==> src/rtl/serial_rx_port_pkg.sv <==
// serial_defs: shared definitions for the serial receive port.
//   - RX FSM state encodings (3-bit localparams)
//   - DATA_BITS     : payload bits per 8N1 frame
//   - RX_IDLE_LEVEL : level of the idle line and of a valid stop bit
package serial_defs;

  localparam logic [2:0] RX_IDLE  = 3'd0;
  localparam logic [2:0] RX_START = 3'd1;
  localparam logic [2:0] RX_DATA  = 3'd2;
  localparam logic [2:0] RX_STOP  = 3'd3;
  localparam logic [2:0] RX_BREAK = 3'd4;

  localparam int   DATA_BITS     = 8;
  localparam logic RX_IDLE_LEVEL = 1'b1;

endpackage

==> src/rtl/serial_rx_port_sync_fifo.sv <==
// sync_fifo: single-clock show-ahead FIFO.
//   clock, reset (async, active-low)
//   push, push_data : write request and data
//   pop             : read request; ignored while empty
//   head_data       : oldest entry, or zero when empty
//   empty, full     : occupancy flags
//   count           : occupancy 0..DEPTH
// A push while full is only accepted when a pop frees a slot in the same cycle.
module sync_fifo #(
  parameter int WIDTH  = 8,
  parameter int DEPTH  = 16,
  parameter int ADDR_W = 4
) (
  input  logic              clock,
  input  logic              reset,
  input  logic              push,
  input  logic [WIDTH-1:0]  push_data,
  input  logic              pop,
  output logic [WIDTH-1:0]  head_data,
  output logic              empty,
  output logic              full,
  output logic [ADDR_W:0]   count
);

  logic [WIDTH-1:0]  mem_q [DEPTH];
  logic [WIDTH-1:0]  mem_d [DEPTH];
  logic [ADDR_W-1:0] wr_ptr_q, wr_ptr_d;
  logic [ADDR_W-1:0] rd_ptr_q, rd_ptr_d;
  logic [ADDR_W:0]   count_q, count_d;
  logic              do_push, do_pop;

  assign empty     = (count_q == '0);
  assign full      = (count_q == (ADDR_W+1)'(DEPTH));
  assign count     = count_q;
  assign head_data = empty ? '0 : mem_q[rd_ptr_q];

  // Pop needs data; push needs a free slot or a simultaneous pop.
  // Pointers wrap naturally because DEPTH is a power of two.
  always_comb begin
    do_pop   = pop && !empty;
    do_push  = push && (!full || do_pop);
    mem_d    = mem_q;
    wr_ptr_d = wr_ptr_q;
    rd_ptr_d = rd_ptr_q;
    count_d  = count_q;
    if (do_push) begin
      mem_d[wr_ptr_q] = push_data;
      wr_ptr_d        = wr_ptr_q + ADDR_W'(1);
    end
    if (do_pop) begin
      rd_ptr_d = rd_ptr_q + ADDR_W'(1);
    end
    case ({do_push, do_pop})
      2'b10:   count_d = count_q + (ADDR_W+1)'(1);
      2'b01:   count_d = count_q - (ADDR_W+1)'(1);
      default: count_d = count_q;
    endcase
  end

  always_ff @(posedge clock or negedge reset) begin
    if (!reset) begin
      mem_q    <= '{default: '0};
      wr_ptr_q <= '0;
      rd_ptr_q <= '0;
      count_q  <= '0;
    end else begin
      mem_q    <= mem_d;
      wr_ptr_q <= wr_ptr_d;
      rd_ptr_q <= rd_ptr_d;
      count_q  <= count_d;
    end
  end

endmodule

==> src/rtl/serial_rx_port.sv <==
// serial_rx_port: 8N1 serial receiver feeding a show-ahead byte FIFO.
//   clock, reset (async, active-low)
//   rx_in             : asynchronous serial line, idle high
//   serial_out        : FIFO head byte (zero when empty)
//   serial_valid_out  : FIFO non-empty
//   serial_rden_in    : one-cycle pop strobe
//   frame_err_out     : pulse when a stop bit is sampled low
//   overflow_out      : pulse when a completed byte is dropped on a full FIFO
//   fifo_count_out    : FIFO occupancy
module serial_rx_port #(
  parameter int CLKS_PER_BIT = 434,
  parameter int FIFO_DEPTH   = 16,
  parameter int ADDR_W       = 4
) (
  input  logic              clock,
  input  logic              reset,
  input  logic              rx_in,
  output logic [7:0]        serial_out,
  output logic              serial_valid_out,
  input  logic              serial_rden_in,
  output logic              frame_err_out,
  output logic              overflow_out,
  output logic [ADDR_W:0]   fifo_count_out
);

  import serial_defs::*;

  localparam int BAUD_W = $clog2(CLKS_PER_BIT);
  localparam logic [BAUD_W-1:0] BAUD_FULL = BAUD_W'(CLKS_PER_BIT - 1);
  localparam logic [BAUD_W-1:0] BAUD_HALF = BAUD_W'(CLKS_PER_BIT / 2 - 1);
  localparam logic [2:0]        LAST_BIT  = 3'(DATA_BITS - 1);

  logic                 sync1_q, sync2_q, rx_s;
  logic [2:0]           state_q, state_d;
  logic [BAUD_W-1:0]    baud_q, baud_d;
  logic [2:0]           bit_q, bit_d;
  logic [DATA_BITS-1:0] shift_q, shift_d;
  logic                 frame_err_q, frame_err_d;
  logic                 overflow_q, overflow_d;
  logic                 push, baud_tick;
  logic                 fifo_empty, fifo_full;

  assign rx_s      = sync2_q;
  assign baud_tick = (baud_q == '0);

  // Two-flop synchroniser; resets to the idle level so reset never looks like a start bit.
  always_ff @(posedge clock or negedge reset) begin
    if (!reset) begin
      sync1_q <= RX_IDLE_LEVEL;
      sync2_q <= RX_IDLE_LEVEL;
    end else begin
      sync1_q <= rx_in;
      sync2_q <= sync1_q;
    end
  end

  // Start is checked half a bit after the falling edge, so every later
  // sample lands in the middle of its bit. BREAK waits out a held-low
  // line after a framing error instead of reading it as a new start bit.
  always_comb begin
    state_d     = state_q;
    baud_d      = baud_q;
    bit_d       = bit_q;
    shift_d     = shift_q;
    push        = 1'b0;
    frame_err_d = 1'b0;
    case (state_q)
      RX_IDLE: begin
        if (rx_s != RX_IDLE_LEVEL) begin
          baud_d  = BAUD_HALF;
          state_d = RX_START;
        end
      end
      RX_START: begin
        if (!baud_tick) begin
          baud_d = baud_q - BAUD_W'(1);
        end else if (rx_s == RX_IDLE_LEVEL) begin
          state_d = RX_IDLE;
        end else begin
          baud_d  = BAUD_FULL;
          bit_d   = '0;
          state_d = RX_DATA;
        end
      end
      RX_DATA: begin
        if (!baud_tick) begin
          baud_d = baud_q - BAUD_W'(1);
        end else begin
          shift_d = {rx_s, shift_q[DATA_BITS-1:1]};
          baud_d  = BAUD_FULL;
          bit_d   = bit_q + 3'd1;
          if (bit_q == LAST_BIT) begin
            state_d = RX_STOP;
          end
        end
      end
      RX_STOP: begin
        if (!baud_tick) begin
          baud_d = baud_q - BAUD_W'(1);
        end else if (rx_s == RX_IDLE_LEVEL) begin
          push    = 1'b1;
          state_d = RX_IDLE;
        end else begin
          frame_err_d = 1'b1;
          state_d     = RX_BREAK;
        end
      end
      RX_BREAK: begin
        if (rx_s == RX_IDLE_LEVEL) begin
          state_d = RX_IDLE;
        end
      end
      default: state_d = RX_IDLE;
    endcase
  end

  // A push into a full FIFO is dropped unless a pop frees the slot this cycle.
  always_comb begin
    overflow_d = push && fifo_full && !serial_rden_in;
  end

  always_ff @(posedge clock or negedge reset) begin
    if (!reset) begin
      state_q     <= RX_IDLE;
      baud_q      <= '0;
      bit_q       <= '0;
      shift_q     <= '0;
      frame_err_q <= 1'b0;
      overflow_q  <= 1'b0;
    end else begin
      state_q     <= state_d;
      baud_q      <= baud_d;
      bit_q       <= bit_d;
      shift_q     <= shift_d;
      frame_err_q <= frame_err_d;
      overflow_q  <= overflow_d;
    end
  end

  sync_fifo #(
    .WIDTH  (DATA_BITS),
    .DEPTH  (FIFO_DEPTH),
    .ADDR_W (ADDR_W)
  ) u_fifo (
    .clock     (clock),
    .reset     (reset),
    .push      (push),
    .push_data (shift_q),
    .pop       (serial_rden_in),
    .head_data (serial_out),
    .empty     (fifo_empty),
    .full      (fifo_full),
    .count     (fifo_count_out)
  );

  assign serial_valid_out = !fifo_empty;
  assign frame_err_out    = frame_err_q;
  assign overflow_out     = overflow_q;

endmodule

==> config.mk <==
export PLATFORM = sky130hd
export DESIGN_NAME = serial_rx_port
export DESIGN_NICKNAME = d
export VERILOG_FILES = /design/src/rtl/serial_rx_port_pkg.sv /design/src/rtl/serial_rx_port_sync_fifo.sv /design/src/rtl/serial_rx_port.sv
export SDC_FILE = /design/constraint.sdc
export NUM_CORES = 1
export LEC_CHECK = 0
export ABC_AREA = 1
export CORE_AREA = 2 2 122 213
export DETAILED_ROUTE_END_ITERATION = 12
export DIE_AREA = 0 0 124 215
export HOLD_SLACK_MARGIN = 0.12
export SLEW_MARGIN = 25
export SYNTH_ARGS = -nofsm -noshare
export SYNTH_HDL_FRONTEND = slang
export SYNTH_HIERARCHICAL = 1
export SYNTH_SLANG_ARGS = --single-unit
==> constraint.sdc <==
create_clock -name clock -period 3.35 [get_ports clock]
set_input_delay 0.335 -clock clock [delete_from_list [all_inputs] [get_ports clock]]
set_output_delay 0.335 -clock clock [all_outputs]
set_load 0.02 [all_outputs]
[Word-level counts from Yosys, hierarchy flattened]
Index checks and enable logic that the tools add are counted.
Storage, ports and cells
  register bits: 168
  input bits: 4
  output and inout bits: 16
Operators by class
  add/subtract/negate cells: 6
  order comparisons: 3
  equal/unequal tests: 17
  mux-type cells: 33
  bitwise gates (word level): 2
  reduce and logical (&&, ||, !) cells: 19
Operator list (number)
  $bwmux W128: 1
  $mux W9: 5
  $pmux W9 S4: 1
  $bmux W8 S4: 1
  $demux W8 S4: 1
  $mux W8: 4
  $mux W3: 10
  $ne A2 B2 Y1 const B: 8
  $pmux W3 S5: 1
  $ge A5 B5 Y1 const B: 2
  $not A4 Y5: 2
  $pmux W5 S2: 1
  $logic_not A9 Y1: 1
  $sub A9 B1 Y9 const B: 1
  $add A4 B1 Y4 const B: 2
  $reduce_and A4 Y1: 2
  $eq A3 B2 Y1 const B: 2
  $eq A3 B3 Y1 const B: 2
  $mux W1: 6
  $pmux W3 S2: 1
  $reduce_and A6 Y1: 1
  $add A5 B1 Y5 const B: 1
  $eq A5 B5 Y1 const B: 1
  $logic_and A1 B1 Y1: 5
  15 further kinds: 18

[Logic depth before layout (Yosys ltp)]
Gate-level depths: netlist of the first run.
  word-level depth: 7
  gate-level depth with buffers: 18
  gate-level depth less buffers: 18

[Modules after synthesis]
The synthesis of the first run kept the hierarchy.
By module, submodules not included
  sync_fifo: instances 1, cells an instance 971, area an instance 7176.9 um^2, sequential area each 3528.4 um^2
  serial_rx_port: instances 1, cells an instance 188, area an instance 1451.4 um^2, sequential area each 678.2 um^2

[Least setup slack after synthesis of the first run]
No wires, ideal clock.
  kind: register to register
  from: register baud_q[0]
  to: register u_fifo.count_q[4] (netlist: u_fifo/count[4])
  library setup time: 0.117 ns
  arrival: 2.381 ns
  path slack: 0.852 ns
  cell stages (with the launch flop): 18
  buffers on the path: 0
  cell sequence: dfrtp_1 inv_1 ha_1 nand2_2 nor2_4 nand2_2 inv_1 nand3_1 inv_1 nand2_1 ha_1 xor2_1 ha_1 a21o_1 nand3_1 nand3_1 nand3_1 nand2_1
Between the ends
  word-level cells in the longest chain between the ends: 6
  elaborated cells between the ends (all ways): 8
  those cells by class: 2 x eq/ne; 3 x mux; 3 x reduce/logical
RTL lines
  start: declaration: RTL line serial_rx_port.sv:35  | logic [BAUD_W-1:0] baud_q, baud_d;
  start signal: assignment: RTL line serial_rx_port.sv:132  | baud_q <= baud_d;
  $logic_not A9 Y1 (*): RTL line serial_rx_port.sv:44  | assign baud_tick = (baud_q == '0);
  $mux W1 (*): RTL line serial_rx_port.sv:98  | if (!baud_tick) begin
  $mux W1 (*): RTL line serial_rx_port.sv:67  | case (state_q)
  net push: RTL line serial_rx_port.sv:40  | logic push, baud_tick;
  $logic_and A1 B1 Y1 (*): RTL line serial_rx_port_sync_fifo.sv:41  | do_push = push && (!full || do_pop);
  $eq A2 B1 Y1 or $eq A2 B2 Y1 (tied branches): RTL line serial_rx_port_sync_fifo.sv:53  | case ({do_push, do_pop})
  $pmux W5 S2 or $reduce_bool A2 Y1 (tied branches)
  end signal: assignment: RTL line serial_rx_port_sync_fifo.sv:70  | count_q <= count_d;
  end: declaration: RTL line serial_rx_port_sync_fifo.sv:29  | logic [ADDR_W:0] count_q, count_d;
The timed path passes the listed nets; every way through them passes the cells marked *.
A chain may end at the register's enable or synchronous reset.

[Worst setup path in the final report of the first run]
  from: register u_fifo.rd_ptr_q[0]
  to: output port serial_out[5]
Between the ends
  word-level cells in the longest chain between the ends: 5
RTL lines
  start: declaration: RTL line serial_rx_port_sync_fifo.sv:28  | logic [ADDR_W-1:0] rd_ptr_q, rd_ptr_d;
  start signal: assignment: RTL line serial_rx_port_sync_fifo.sv:69  | rd_ptr_q <= rd_ptr_d;
  $not A4 Y5 (implied by the code): RTL line serial_rx_port_sync_fifo.sv:35  | assign head_data = empty ? '0 : mem_q[rd_ptr_q];
  $bmux W8 S4: RTL line serial_rx_port_sync_fifo.sv:35
  $mux W8 (implied by the code) (2 in a row): RTL line serial_rx_port_sync_fifo.sv:35
  $mux W8: RTL line serial_rx_port_sync_fifo.sv:35
  end: declaration: RTL line serial_rx_port.sv:18  | output logic [7:0] serial_out,
No other way between the ends. The select of a mux whose other input is x is not followed.

==> flow_summary.json, run 1 <==
{
  "outcome": "finished, final reports clean",
  "fin_ws_ns": 0.3402,
  "grt_setup_unrepaired": "no",
  "yosysWarnings": 6,
  "port_buffers": 19,
  "die_y_um": 215,
  "peakVddDrop_mv": 0.2893,
  "clk_pin_slew_ns": 0.07,
  "fmax_mhz": 332.3,
  "stdcell_count": 1493,
  "pin_count": 20,
  "dp_hpwl_um": 15820,
  "power_density_nw_per_um2": 615.5,
  "wl_per_cell_um": 15.99,
  "area_delta_synth_final_pct": 12.91,
  "cp.arrival_ns": 2.67,
  "worst-setup-path-type": "reg -> out",
  "tritoncts": "built",
  "synth.avg_cell_area_sq_um": 7.445,
  "post-place-ws_ns": 0.5936,
  "p_leak_nw": 5.034,
  "clock_latency_ns": 0.44,
  "drive_gt1_frac": 0.07477,
  "layout_min_cycle_time_ns": 3.010,
  "max_cap_violations": 0,
  "multi_input_area_sq_um": 3914,
  "crit-reg2reg-launch": "baud_q[0]",
  "antenna_found_initial": 0,
  "grt_max_degree": 89,
  "n_fill_cell": 2646,
  "die_x_um": 124,
  "clock-sinks": 168,
  "rr_worst_depth": 17,
  "cp-startpoint": "u_fifo/rd_ptr_q[0]",
  "final-setup-viol-count": 0,
  "vias": 7533,
  "cts-root-buf": "clkbuf_16",
  "drt_iter0_drc": 628,
  "syn_nets": 1175,
  "drt-pass1-iter-count": 5,
  "ys_seq_area_frac": 0.4875,
  "synthesis.area_sq_um": 8628,
  "setup.worst_path.end": "serial_out[5]",
  "hold_viol_final": 0,
  "min-delay-path-class": "in -> reg",
  "rows": 77,
  "gp_congestion": 0.8745,
  "finalMaxSlewViolations": 0,
  "fin_skew_ns": 0.009387,
  "grt_use_total": 0.1911,
  "worstPathRequired_ns": 3.01,
  "yosysUniqueCellTypes": 30,
  "post_cts_buffers": 0,
  "totalWireLength_um": 23880,
  "placed_area_sq_um": 9139,
  "timing.rr.end": "u_fifo/count[4]",
  "design_area_sq_um": 9742,
  "crit_path_max_fanout": 34,
  "syn_inst": 1159,
  "vias_per_cell": 5.046,
  "dp.cells": 1460,
  "diodes": 0,
  "synth_seq_cells": 168,
  "final.setup.tns_ns": 0,
  "async_flop_share": 1.000,
  "worstMarginPinSlew_ns": 1.038,
  "relSlewSlack": 0.3081,
  "grt_pass1_vias": 7459,
  "r2r_slack_ns": 0.59,
  "core_area_sq_um": 25050,
  "seq_area_sq_um": 4208,
  "cts_buffers": 17,
  "dieArea_sq_um": 26660,
  "ant_nets": 0,
  "clockBufferDepth": 2,
  "fin_crit_sh": 0.8984,
  "synthFlopType": "dfrtp_1",
  "worstSetupEndpointType": "primary output",
  "grt-ovfl-total": 0,
  "synth-edff-count": 0,
  "initial_utilization": 0.3445,
  "cts_max_level": 4,
  "startpoint_type": "flop",
  "whs_ns": 0.2970,
  "remaining_drc_errors": 0,
  "fin_nets": 1180,
  "grt_pass1_wl_um": 39290
}
synth_stat cells (2+ instances only):
master,count,area (sq um)
clkbuf_1,17,63.81
o21ai_0,16,80.08
nand2_2,9,56.30
buf_1,10,37.54
nand2_1,508,1907
xor2_1,8,70.07
nor2_4,2,22.52
xnor2_1,2,17.52
inv_1,53,198.9
ha_1,12,150.1
a21oi_1,13,65.06
buf_4,4,30.03
buf_2,27,135.1
dfstp_2,2,52.55
o21ai_2,10,87.58
dfrtp_1,166,4154
nand3_1,246,1231
nor2_1,39,146.4
nor2_2,2,12.51
nand4_1,2,12.51
clkinv_1,2,7.510
layout by cell type, fill, tap and decap left out, types with 2 or more instances in the layout:
master and count:
a21oi_1 13, buf_12 2, buf_4 24, bufinv_16 2, clkbuf_16 17, clkbuf_8 3, clkdlybuf4s50_1 18, clkinv_1 2
clkinv_2 3, clkinv_4 2, clkinvlp_4 4, dfrtp_1 165, dfstp_2 2, ha_1 12, inv_1 52, inv_2 2
nand2_1 508, nand2_2 9, nand3_1 246, nand4_1 2, nor2_1 39, nor2_2 2, nor2_4 2, o21ai_0 16
o21ai_2 10, xnor2_1 2, xor2_1 8
state kept, by name, summed over array words and instances, names as in the netlist:
register	cells
baud_q	9
bit_q	3
frame_err_out	1
overflow_out	1
rx_s	1
shift_q	8
state_q	3
sync1_q	1
u_fifo/count	5
u_fifo/mem_q	128
u_fifo/rd_ptr_q	4
u_fifo/wr_ptr_q	4
layer usage:
layer	part of all wire	track usage	wire length (um)
met4	0.057	0.1262	1357
met2	0.50	0.3055	11830
met5	0	0	0
met1	0.40	0.2364	9532
met3	0.049	0.02680	1159
repair_timing:
| item | CTS | global route |
|---|---|---|
| hold buffers | 1 | 0 |
| hold endpoints to repair | 82 | 0 |
| resized for setup | 0 | 0 |
worst max-delay path, stage by stage, from the launching register on:
cell             delay (ns)
dfrtp_2                0.43
inv_2                  0.07
buf_4                  0.34
nand2_1                0.09
nand3_1                0.15
nand3_1                0.13
nand2_1                0.10
nand2_1                0.05
a21oi_1                0.21
clkdlybuf4s50_1        0.64
per-stage QoR:
step,total power [mW],util
finish,5.996,0.3889
floorplan,3.317,-
global placement,4.053,0.3648
CTS,6.056,0.3889
detailed placement,4.051,0.3648
global route,6.315,0.3889
worst min path at each step:
stage,from,end,slack (ns),cells past startpoint
after floorplan,reset,baud_q[0],0.04,0
after global placement,sync1_q,rx_s,0.35,0
after detailed placement,sync1_q,rx_s,0.35,0
after CTS,rx_in,sync1_q,0.28,1
after global routing,rx_in,sync1_q,0.30,1
final,rx_in,sync1_q,0.30,1
where the power goes:
part	switching [mW]	internal, mW	total [mW]	leakage [nW]
Sequential	0.0665	2.09	2.15	2.29
Combinational	1.24	0.613	1.85	2.46
Clock	0.836	1.15	1.99	0.281
Total	2.14	3.85	6.00	5.03
layout make-up:
class,instances,area share
inverters,56,0.02158
clock buffers,21,0.04829
well taps,316,0.04059
repair buffers,46,0.04328
multi-input cells,875,0.4017
clock inverters,11,0.01259
flip-flops and latches,168,0.4319
kinds of logic (layout without fill, tap and decap cells):
group | count (synthesis) | after routing | share of synthesized area
AOI/OAI and AO/OA | 42 | 42 | 0.03089
adders and majority gates | 12 | 12 | 0.01740
DFF | 168 | 168 | 0.4875
and+or+nand+nor | 811 | 811 | 0.3952
buffers and inverters | 116 | 134 | 0.05888
xor gates and xnor gates | 10 | 10 | 0.01015
Note: power is estimated with default switching activity, not from simulation.
==> run 2, diff against run 1 <==
- CORE_AREA: 2 2 122 213 -> 2 2 109 191
- DIE_AREA: 0 0 124 215 -> 0 0 111 193
==> run 2 against run 1 <==
Against the previous run:
- sequential share of layout area is essentially flat
- critical path depth is the same
- final cell count shrank 4.3%
- setup slack lost 0.049 ns
- die area shrank 20%
- clock power grew 2%
- total power grew 0.37%
- fmax shrank 1.6%
- sequential cell count is the same
- first-iteration DRC count grew 12%
- register-to-register slack lost 0.05 ns
- largest power group unchanged
==> flow_summary.json, run 2 (same netlist as run 1, synthesis figures left out) <==
{
  "totalWireLength_um": 24870,
  "worst-setup-path-type": "reg -> out",
  "p_leak_nw": 5.079,
  "design_area_sq_um": 9744,
  "fmax_mhz": 326.9,
  "layout_commonest_cell": "nand2_1",
  "fin_crit_sh": 0.9132,
  "post-place-ws_ns": 0.5444,
  "power_density_nw_per_um2": 617.6,
  "top_regs": "u_fifo/mem_q: 128 flops, baud_q: 9 flops, shift_q: 8 flops",
  "grt_max_degree": 81,
  "gp_congestion": 0.8602,
  "min-delay-path-class": "in -> reg",
  "slowest_delay_ns": 0.65,
  "outcome": "finished, final reports clean",
  "fin_ws_ns": 0.2909,
  "tritoncts": "built",
  "worstSetupEndpointType": "primary output",
  "dieArea_sq_um": 21420,
  "grt-ovfl-total": 0,
  "regMostFlops": "u_fifo/mem_q",
  "rows": 69,
  "crit_path_max_fanout": 38,
  "wl_per_cell_um": 17.40,
  "drive_gt1_frac": 0.07790,
  "slowest_stage": "clkdlybuf4s50_1",
  "core_area_sq_um": 19940,
  "diodes": 0,
  "worstPathRequired_ns": 3.01,
  "whs_ns": 0.3044,
  "vias": 7644,
  "cts-root-buf": "clkbuf_16",
  "max_cap_violations": 0,
  "initial_utilization": 0.4326,
  "antenna_found_initial": 0,
  "path_buf_inv": 3,
  "clock_latency_ns": 0.43,
  "layout_min_cycle_time_ns": 3.059,
  "relSlewSlack": 0.2833,
  "peakVddDrop_mv": 0.3814,
  "final-setup-viol-count": 0,
  "grt_pass1_wl_um": 40740,
  "power_mw": 6.018,
  "stdcell_count": 1429,
  "clockBufferDepth": 2,
  "worstMarginPinSlew_ns": 1.075,
  "die_y_um": 193,
  "fin_skew_ns": 0.009253,
  "finalMaxSlewViolations": 0,
  "grt_setup_unrepaired": "no",
  "remaining_drc_errors": 0,
  "cp.arrival_ns": 2.72,
  "cts_max_level": 4,
  "cp_top_family": "buffers and inverters",
  "dp_hpwl_um": 16940,
  "drt-pass1-iter-count": 5,
  "final_util": 0.4886,
  "path_common_cell": "nand2_1",
  "grt_use_total": 0.2430,
  "fin_nets": 1184,
  "largest_reg_flops": 128,
  "cts_buffers": 17,
  "final_cell_mix": "nand2_1 (508), nand3_1 (246), dfrtp_1 (165)",
  "hold_viol_final": 0,
  "clk_pin_slew_ns": 0.07,
  "vias_per_cell": 5.349,
  "clock-sinks": 168,
  "placed_area_sq_um": 9121,
  "area_delta_synth_final_pct": 12.94,
  "grt_pass1_vias": 7569,
  "final.setup.tns_ns": 0,
  "startpoint_type": "flop",
  "port_buffers": 19,
  "ant_nets": 0,
  "crit_chain": "inv_2, buf_4, nand2_1, nand3_1, nand3_1, nand2_1, nand2_1, a21oi_1, clkdlybuf4s50_1",
  "dp.cells": 1396,
  "die_x_um": 111,
  "pin_count": 20,
  "drt_iter0_drc": 706
}
==> run 2: cell types whose count changed in the layout (fill, tap and decap cells not counted), sizes merged <==
| cell | before | now |
|---|---|---|
| clkbuf | 21 | 23 |
| buf | 27 | 31 |
| clkinvlp | 4 | 2 |
==> run 2: path summary, 6_finish.rpt <==
check,from,to,slack [ns],cells past startpoint
setup / recovery,u_fifo/rd_ptr_q[0],serial_out[6],0.29,9
hold / removal,rx_in,sync1_q,0.30,1
setup reg to reg,baud_q[0],u_fifo/count[4],0.54,17
hold reg to reg,sync1_q,rx_s,0.36,0
max in group asynchronous,reset,u_fifo/mem_q[101],2.00,3
min in group asynchronous,reset,shift_q[0],0.47,2
==> run 2: worst reg2reg max path: stages (launching register included) <==
cell	delay [ns]
dfrtp_1	0.39
inv_1	0.08
ha_1	0.23
nand2_2	0.11
nor2_4	0.16
nand2_2	0.09
inv_1	0.10
nand3_1	0.14
inv_1	0.10
nand2_1	0.12
ha_1	0.31
xor2_1	0.20
ha_1	0.19
a21o_1	0.17
nand3_1	0.11
nand3_1	0.07
nand3_1	0.08
nand2_1	0.05
==> run 2: report_power, final <==
| group | internal [mW] | switching [mW] | total (mW) |
|---|---|---|---|
| registers | 2.09 | 0.0796 | 2.17 |
| logic | 0.603 | 1.22 | 1.82 |
| clock network | 1.20 | 0.831 | 2.03 |
==> run 2: timing repair <==
action,in CTS,in global routing
endpoints found under the setup margin,0,0
hold buffers,1,0
endpoints found under the hold margin,57,0
setup buffers,0,0
resized for setup,0,0
==> run 2: layout make-up <==
cell class,instances,area [sq um]
multi-input combinational,875,3914
clock buffer,23,498.0
tap,248,310.3
sequential,168,4208
timing repair buffer,50,489.2
fill,1990,10200
inverter,56,210.2
clock inverter,9,115.1
==> run 2: metal layers <==
layer / routed length [um] / GRT usage / up-vias
met2: 13300 / 0.4530 / 192
li1: - / - / 3724
met4: 979 / 0.1168 / 0
met5: 0 / 0 / -
met3: 993 / 0.03407 / 58
met1: 9600 / 0.2725 / 3670
